===== src/rtl/gps_sample_pacer_if.sv =====
// Bus between the GPS sample pacer and its neighbours: the front-end sample
// inputs and capture controls on one side, the paced sample stream, status
// and slot-machine debug view on the other.
//
// Handshake: there is no ready. DATAREADY is a one-cycle pulse that opens
// a 4-cycle slot. SAMPLE is stable from the DATAREADY cycle through slot
// cycle 3, and the consumer takes bit k in slot cycle k. Pulses are at
// least 4 cycles apart, so the consumer must always accept a new slot.
interface gps_sample_pacer_if #(
  parameter int FIFO_DEPTH = 8
);
  localparam int LVL_W = $clog2(FIFO_DEPTH) + 1;

  logic             GPS_CLK;
  logic             GPS_I0;
  logic             GPS_I1;
  logic             GPS_Q0;
  logic             GPS_Q1;
  logic             ENABLE;
  logic             CLR_OVERRUN;
  logic             DATAREADY;
  logic [3:0]       SAMPLE;
  logic             OVERRUN;
  logic [LVL_W-1:0] FIFO_LEVEL;
  logic             DBG_SLOT_STATE; // 0 = IDLE, 1 = SLOT
  logic [1:0]       DBG_SLOT_CNT;

  modport slave (
    input  GPS_CLK, GPS_I0, GPS_I1, GPS_Q0, GPS_Q1, ENABLE, CLR_OVERRUN,
    output DATAREADY, SAMPLE, OVERRUN, FIFO_LEVEL, DBG_SLOT_STATE, DBG_SLOT_CNT
  );

  modport master (
    output GPS_CLK, GPS_I0, GPS_I1, GPS_Q0, GPS_Q1, ENABLE, CLR_OVERRUN,
    input  DATAREADY, SAMPLE, OVERRUN, FIFO_LEVEL, DBG_SLOT_STATE, DBG_SLOT_CNT
  );
endinterface


===== src/rtl/gps_sample_pacer.sv =====
// GPS sample pacer: brings the front-end sample clock and 2-bit I/Q data
// into MCU_CLK, captures one nibble {Q1,Q0,I1,I0} per GPS_CLK rise into a
// small FIFO and releases them as 4-cycle slots for the SPI bridge.
module gps_sample_pacer #(
  parameter int FIFO_DEPTH  = 8,
  parameter int SYNC_STAGES = 2
) (
  input  logic                 MCU_CLK,
  input  logic                 RESET_N,
  gps_sample_pacer_if.slave    bus
);

  localparam int AW    = (FIFO_DEPTH > 1) ? $clog2(FIFO_DEPTH) : 1;
  localparam int LVL_W = $clog2(FIFO_DEPTH) + 1;
  localparam int WU_W  = $clog2(SYNC_STAGES + 2);
  localparam logic [WU_W-1:0]  WU_LAST  = WU_W'(SYNC_STAGES + 1);
  localparam logic [LVL_W-1:0] LVL_FULL = LVL_W'(FIFO_DEPTH);

  typedef enum logic {
    S_IDLE = 1'b0,
    S_SLOT = 1'b1
  } slot_state_t;

  logic [3:0]       din;
  logic [SYNC_STAGES-1:0] gclk_sync;
  logic [3:0]       data_sync [SYNC_STAGES];
  logic             gsync;
  logic [3:0]       gdata;
  logic             gprev;
  logic [WU_W-1:0]  warm_cnt;
  logic             warmup;
  logic             cap;

  logic [3:0]       mem [FIFO_DEPTH];
  logic [AW-1:0]    wr_ptr;
  logic [AW-1:0]    rd_ptr;
  logic [LVL_W-1:0] level;
  logic             full;
  logic             empty;
  logic             pop;
  logic             push_ok;
  logic             drop;
  logic             overrun;

  slot_state_t      state;
  logic [1:0]       cnt;
  logic             dataready;
  logic [3:0]       sample_q;

  assign din = {bus.GPS_Q1, bus.GPS_Q0, bus.GPS_I1, bus.GPS_I0};

  // Parallel synchroniser chains keep clock and data aligned stage for stage.
  always_ff @(posedge MCU_CLK or negedge RESET_N) begin
    if (!RESET_N) begin
      for (int i = 0; i < SYNC_STAGES; i++) begin
        gclk_sync[i] <= 1'b0;
        data_sync[i] <= 4'h0;
      end
    end else begin
      gclk_sync[0] <= bus.GPS_CLK;
      data_sync[0] <= din;
      for (int i = 1; i < SYNC_STAGES; i++) begin
        gclk_sync[i] <= gclk_sync[i-1];
        data_sync[i] <= data_sync[i-1];
      end
    end
  end

  assign gsync = gclk_sync[SYNC_STAGES-1];
  assign gdata = data_sync[SYNC_STAGES-1];

  // Edge flop plus warm-up counter; the counter hides the artificial rise a
  // GPS_CLK held high through reset would otherwise present.
  always_ff @(posedge MCU_CLK or negedge RESET_N) begin
    if (!RESET_N) begin
      gprev    <= 1'b0;
      warm_cnt <= '0;
    end else begin
      gprev <= gsync;
      if (warm_cnt != WU_LAST) warm_cnt <= warm_cnt + 1'b1;
    end
  end

  assign warmup = (warm_cnt != WU_LAST);
  assign cap    = gsync & ~gprev & bus.ENABLE & ~warmup;

  assign full    = (level == LVL_FULL);
  assign empty   = (level == '0);
  assign pop     = ~empty & ((state == S_IDLE) | ((state == S_SLOT) & (cnt == 2'd3)));
  // A push into a full FIFO still lands if the slot machine frees a place on
  // the same edge.
  assign push_ok = cap & (~full | pop);
  assign drop    = cap & full & ~pop;

  // Sample FIFO storage, pointers and occupancy.
  always_ff @(posedge MCU_CLK or negedge RESET_N) begin
    if (!RESET_N) begin
      for (int i = 0; i < FIFO_DEPTH; i++) mem[i] <= 4'h0;
      wr_ptr <= '0;
      rd_ptr <= '0;
      level  <= '0;
    end else begin
      if (push_ok) begin
        mem[wr_ptr] <= gdata;
        wr_ptr      <= wr_ptr + 1'b1;
      end
      if (pop) rd_ptr <= rd_ptr + 1'b1;
      case ({push_ok, pop})
        2'b10:   level <= level + 1'b1;
        2'b01:   level <= level - 1'b1;
        default: level <= level;
      endcase
    end
  end

  // Sticky overrun flag; a new drop beats a clear on the same edge.
  always_ff @(posedge MCU_CLK or negedge RESET_N) begin
    if (!RESET_N)             overrun <= 1'b0;
    else if (drop)            overrun <= 1'b1;
    else if (bus.CLR_OVERRUN) overrun <= 1'b0;
  end

  // Slot machine: opens a 4-cycle slot per popped sample, back to back while
  // the FIFO has data.
  always_ff @(posedge MCU_CLK or negedge RESET_N) begin
    if (!RESET_N) begin
      state     <= S_IDLE;
      cnt       <= 2'd0;
      dataready <= 1'b0;
      sample_q  <= 4'h0;
    end else begin
      dataready <= 1'b0;
      case (state)
        S_IDLE: begin
          cnt <= 2'd0;
          if (!empty) begin
            dataready <= 1'b1;
            sample_q  <= mem[rd_ptr];
            state     <= S_SLOT;
          end
        end
        S_SLOT: begin
          cnt <= cnt + 2'd1;
          if (cnt == 2'd3) begin
            if (!empty) begin
              dataready <= 1'b1;
              sample_q  <= mem[rd_ptr];
            end else begin
              state <= S_IDLE;
            end
          end
        end
        default: state <= S_IDLE;
      endcase
    end
  end

  assign bus.DATAREADY      = dataready;
  assign bus.SAMPLE         = sample_q;
  assign bus.OVERRUN        = overrun;
  assign bus.FIFO_LEVEL     = level;
  assign bus.DBG_SLOT_STATE = state;
  assign bus.DBG_SLOT_CNT   = cnt;

endmodule

===== src/flat_wrapper.sv =====
// flat-port wrapper written by rule: the top's interface ports become plain ports
module gps_sample_pacer_flat 
#(
  parameter int FIFO_DEPTH  = 8,
  parameter int SYNC_STAGES = 2
)
  (MCU_CLK, RESET_N, bus_GPS_CLK, bus_GPS_I0, bus_GPS_I1, bus_GPS_Q0, bus_GPS_Q1, bus_ENABLE, bus_CLR_OVERRUN, bus_DATAREADY, bus_SAMPLE, bus_OVERRUN, bus_FIFO_LEVEL, bus_DBG_SLOT_STATE, bus_DBG_SLOT_CNT);
  gps_sample_pacer_if #(.FIFO_DEPTH(FIFO_DEPTH)) bus_i ();
  input  logic MCU_CLK;
  input  logic RESET_N;
  input wire logic [$bits(bus_i.GPS_CLK)-1:0] bus_GPS_CLK;
  input wire logic [$bits(bus_i.GPS_I0)-1:0] bus_GPS_I0;
  input wire logic [$bits(bus_i.GPS_I1)-1:0] bus_GPS_I1;
  input wire logic [$bits(bus_i.GPS_Q0)-1:0] bus_GPS_Q0;
  input wire logic [$bits(bus_i.GPS_Q1)-1:0] bus_GPS_Q1;
  input wire logic [$bits(bus_i.ENABLE)-1:0] bus_ENABLE;
  input wire logic [$bits(bus_i.CLR_OVERRUN)-1:0] bus_CLR_OVERRUN;
  output wire logic [$bits(bus_i.DATAREADY)-1:0] bus_DATAREADY;
  output wire logic [$bits(bus_i.SAMPLE)-1:0] bus_SAMPLE;
  output wire logic [$bits(bus_i.OVERRUN)-1:0] bus_OVERRUN;
  output wire logic [$bits(bus_i.FIFO_LEVEL)-1:0] bus_FIFO_LEVEL;
  output wire logic [$bits(bus_i.DBG_SLOT_STATE)-1:0] bus_DBG_SLOT_STATE;
  output wire logic [$bits(bus_i.DBG_SLOT_CNT)-1:0] bus_DBG_SLOT_CNT;
  assign bus_i.GPS_CLK = bus_GPS_CLK;
  assign bus_i.GPS_I0 = bus_GPS_I0;
  assign bus_i.GPS_I1 = bus_GPS_I1;
  assign bus_i.GPS_Q0 = bus_GPS_Q0;
  assign bus_i.GPS_Q1 = bus_GPS_Q1;
  assign bus_i.ENABLE = bus_ENABLE;
  assign bus_i.CLR_OVERRUN = bus_CLR_OVERRUN;
  assign bus_DATAREADY = bus_i.DATAREADY;
  assign bus_SAMPLE = bus_i.SAMPLE;
  assign bus_OVERRUN = bus_i.OVERRUN;
  assign bus_FIFO_LEVEL = bus_i.FIFO_LEVEL;
  assign bus_DBG_SLOT_STATE = bus_i.DBG_SLOT_STATE;
  assign bus_DBG_SLOT_CNT = bus_i.DBG_SLOT_CNT;
  gps_sample_pacer #(.FIFO_DEPTH(FIFO_DEPTH), .SYNC_STAGES(SYNC_STAGES)) u_core (.MCU_CLK(MCU_CLK), .RESET_N(RESET_N), .bus(bus_i));
endmodule

===== config.mk =====
export PLATFORM = sky130hd
export DESIGN_NAME = gps_sample_pacer_flat
export DESIGN_NICKNAME = d
export VERILOG_FILES = /design/src/rtl/gps_sample_pacer_if.sv /design/src/rtl/gps_sample_pacer.sv /design/src/flat_wrapper.sv
export SDC_FILE = /design/constraint.sdc
export NUM_CORES = 1
export LEC_CHECK = 0
export CAP_MARGIN = 40
export CORE_ASPECT_RATIO = 1.25
export CORE_MARGIN = 4
export CORE_UTILIZATION = 52
export DETAILED_ROUTE_END_ITERATION = 10
export HOLD_SLACK_MARGIN = 0.1
export PLACE_DENSITY = 0.76
export SLEW_MARGIN = 20
export SYNTH_ARGS = -nofsm -noshare
export SYNTH_HDL_FRONTEND = slang
export SYNTH_SLANG_ARGS = --single-unit

===== constraint.sdc =====
create_clock -name MCU_CLK -period 2.2 [get_ports MCU_CLK]
set_input_delay 0.22 -clock MCU_CLK [delete_from_list [all_inputs] [get_ports MCU_CLK]]
set_output_delay 0.22 -clock MCU_CLK [all_outputs]
set_load 0.01 [all_outputs]

==> results.toml <==
[placed_design]
dp.final_hpwl_um = 3610
place_congestion = 0.799
port_buffers = 21

[critical_path]
end_kind = "flip-flop"
r2r_start = "u_core.bus.DBG_SLOT_CNT[0]$_DFF_PN0_"
critPathRequiredTime_ns = 2.42
r2r_setup_slack_ns = 0.05
cp.arrival_ns = 2.37
crit_fanout = 5
cp-start-kind = "flip-flop"
critPathKind = "reg -> reg"
ff2ff_path_depth = 9
regToRegEndpoint = "u_core.mem[23]$_DFFE_PN0P_"

[synthesis]
synth_cell_types = 32
synth_cells = 193
syn-cell-area_um2 = 2760
seq_area_frac_synth_pct = 58.0
syn_nets = 209
avgSynthCellArea_um2 = 14.3
synth_ff_type = "dfrtp_1"
synth-edff-count = 0
yosys_warnings = 0
synth_seq_cells = 64
async_flop_share_pct = 100

[finish]
layout.nets = 255
drive_gt1_share_pct = 36.9
num_antenna_cells = 0
final_util_pct = 67.6
area_delta_synth_final_pct = 25.2

[floorplan]
die_w_um = 73.2
row_count = 29
top_level_ports = 22
die_h_um = 89.5
dieArea_um2 = 6550
start_util_pct = 54.0
coreArea_um2 = 5120

[status]
status = "complete, no violations"

[sta]
drv_slew = 0
rsz0062_at_grt = "yes"
holdWs_ns = 0.323
skew_ns = 0.0102
setup_viol = 0
finalCriticalPeriod_ns = 2.15
fmax_mhz = 465
slew_headroom_pct = 74.3
finalCritPeriodShare_pct = 97.7
finalHoldViolCount = 0
worst_slew_pin_slew_ns = 0.385

[clock_network]
cts_buffers = 9
cts.clk_slew.worst_paths_ns = 0.07
clockBufferDepth = 2
cts_sinks = 64
cts_max_level = 3
clock-root-buffer = "clkbuf_8"
cts_tree = "yes"
clock_latency_ns = 0.34

[global_routing]
grt_use_met2_pct = 29.5
overflow = 0
busiest_layer = "met2"
antenna_found_initial = 0
grt_first_pass_wirelength_um = 8660
use_met3_pct = 3.60
grt_max_degree = 26
grtUsageMet1_pct = 21.7
grt_usage_pct = 17.8
grt_pass1_vias = 1809

[route]
ant_nets = 0
wl_um = 4960
vias = 1679
firstDrtPassIters = 4
via_per_inst = 5.49
drc = 0
wl_per_cell_um = 16.2
drt-initial-drc-count = 59

[pwr]
leakagePower_nw = 1.59
peakVddDrop_v = 0.000727
powerDensity_nw_per_um2 = 1360

[worst_hold_path]
hp-start = "bus_GPS_I0"
hp-class = "in -> reg"
min_path_cells = 1
holdPathEnd = "u_core.data_sync[4]$_DFF_PN0_"

[job]
cap_violations = 0
==> per-layer routing <==
| layer | share of wire (%) | wire length [µm] |
|---|---|---|
| met5 | 0 | 0 |
| met4 | 2.4 | 121 |
| met3 | 3.2 | 159 |
| met2 | 52 | 2560 |
| met1 | 43 | 2120 |
==> flip-flops by register name, summed over array words and instances, names as in the netlist <==
register	count
u_core.bus.SAMPLE	4
u_core.bus.DBG_SLOT_CNT	2
u_core.bus.OVERRUN	1
u_core.gprev	1
u_core.bus.DBG_SLOT_STATE	1
u_core.bus.DATAREADY	1
u_core.mem	32
u_core.bus.FIFO_LEVEL	4
u_core.rd_ptr	3
u_core.wr_ptr	3
u_core.warm_cnt	2
u_core.data_sync	4
u_core.gdata	4
u_core.gclk_sync	2
==> power by group <==
group,leakage [nW],internal (W),switching [W]
registers,0.796,0.00157,0.000317
clock network,0.113,0.000646,0.000413
logic,0.685,0.00102,0.000746
==> cell usage in the layout, fill, tap and decap left out, types with 4 or more instances in the layout <==
cell / netlist / routed
dfrtp_1: 64 / 64
mux2i_1: 16 / 16
mux2_2: 30 / 30
xor2_1: 4 / 4
xnor2_1: 6 / 6
clkdlybuf4s50_1: 0 / 20
buf_4: 0 / 19
mux2_4: 4 / 4
nand2_1: 13 / 13
o21ai_0: 6 / 6
clkbuf_8: 0 / 13
mux4_2: 4 / 4
==> synthesized netlist by cell type (all sizes together), types with 2 or more instances <==
cell type | instances | share of area, %
mux2 | 34 | 14
nor3 | 2 | 0.36
xor2 | 4 | 1.3
nand4b | 2 | 0.86
a21oi | 2 | 0.36
mux2i | 16 | 5.8
nor2 | 3 | 0.41
o21ai | 6 | 1.1
or4b | 2 | 1.0
mux4 | 4 | 3.3
buf | 3 | 0.54
ha | 7 | 3.2
nand3b | 2 | 0.54
nand3 | 3 | 0.54
clkbuf | 4 | 0.54
xnor2 | 6 | 1.9
nand2 | 13 | 1.8
dfrtp | 64 | 58
inv | 4 | 0.63
nor2b | 3 | 0.68
==> stage by stage <==
stage / power [W] / cells / setup TNS (ns) / worst slack [ns] / instance area (µm²)
after detailed placement: 0.00357 / 284 / -0.0923 / -0.0923 / 3140
final: 0.00471 / 306 / 0 / 0.0509 / 3460
after CTS: 0.00465 / 302 / 0 / 0.0247 / 3390
after global routing: 0.00501 / 306 / -0.0618 / -0.0183 / 3460
after floorplan: 0.00296 / 193 / 0 / 0.0473 / 2770
after global placement: 0.00341 / 284 / 0 / 0.00321 / 3140
==> logic make-up after synthesis <==
family	Yosys count	synth area share, %
compound gates	10	2.45
xor+xnor	10	3.17
fa+ha+maj	7	3.17
buf+inv	11	1.72
flops	64	58.0
mux	54	23.5
simple gates	37	8.02
==> critical path: stages, from the launching register on <==
cell	delay, ns
dfrtp_1	0.37
ha_2	0.21
nor2b_4	0.05
buf_6	0.11
a31oi_4	0.16
inv_4	0.05
buf_4	0.13
buf_4	0.14
or4b_4	0.52
mux2_2	0.30
==> how the worst max path moves through the flow <==
stage                                    startpoint                                   end  slack, ns
2_1_floorplan        u_core.warm_cnt[0]$_DFFE_PN0P_  u_core.bus.FIFO_LEVEL[2]$_DFFE_PN0P_       0.05
3_3_place_gp                             bus_ENABLE  u_core.bus.FIFO_LEVEL[2]$_DFFE_PN0P_      0.003
3_5_place_dp                             bus_ENABLE  u_core.bus.FIFO_LEVEL[2]$_DFFE_PN0P_      -0.09
4_1_cts        u_core.bus.DBG_SLOT_CNT[0]$_DFF_PN0_  u_core.bus.FIFO_LEVEL[2]$_DFFE_PN0P_       0.02
5_1_grt        u_core.bus.DBG_SLOT_CNT[0]$_DFF_PN0_            u_core.mem[20]$_DFFE_PN0P_      -0.02
6_report       u_core.bus.DBG_SLOT_CNT[0]$_DFF_PN0_            u_core.mem[23]$_DFFE_PN0P_       0.05
==> area by class of cell <==
cell class	instances	area, µm²
multi-input cells	118	1170
repair buffers	42	369
clock inverters	2	35.0
clock buffers	14	183
inverters	4	17.5
flip-flops and latches	64	1600
fillers	349	1660
well taps	62	77.6
==> timing repair <==
action	4_1_cts	5_1_grt
hold buffers	1	0
hold endpoints to repair	16	0
gates resized for setup	2	9
endpoints found under the setup margin	1	2
setup buffers	1	4
pin swaps	1	6
(Power assumes the default switching activity.)
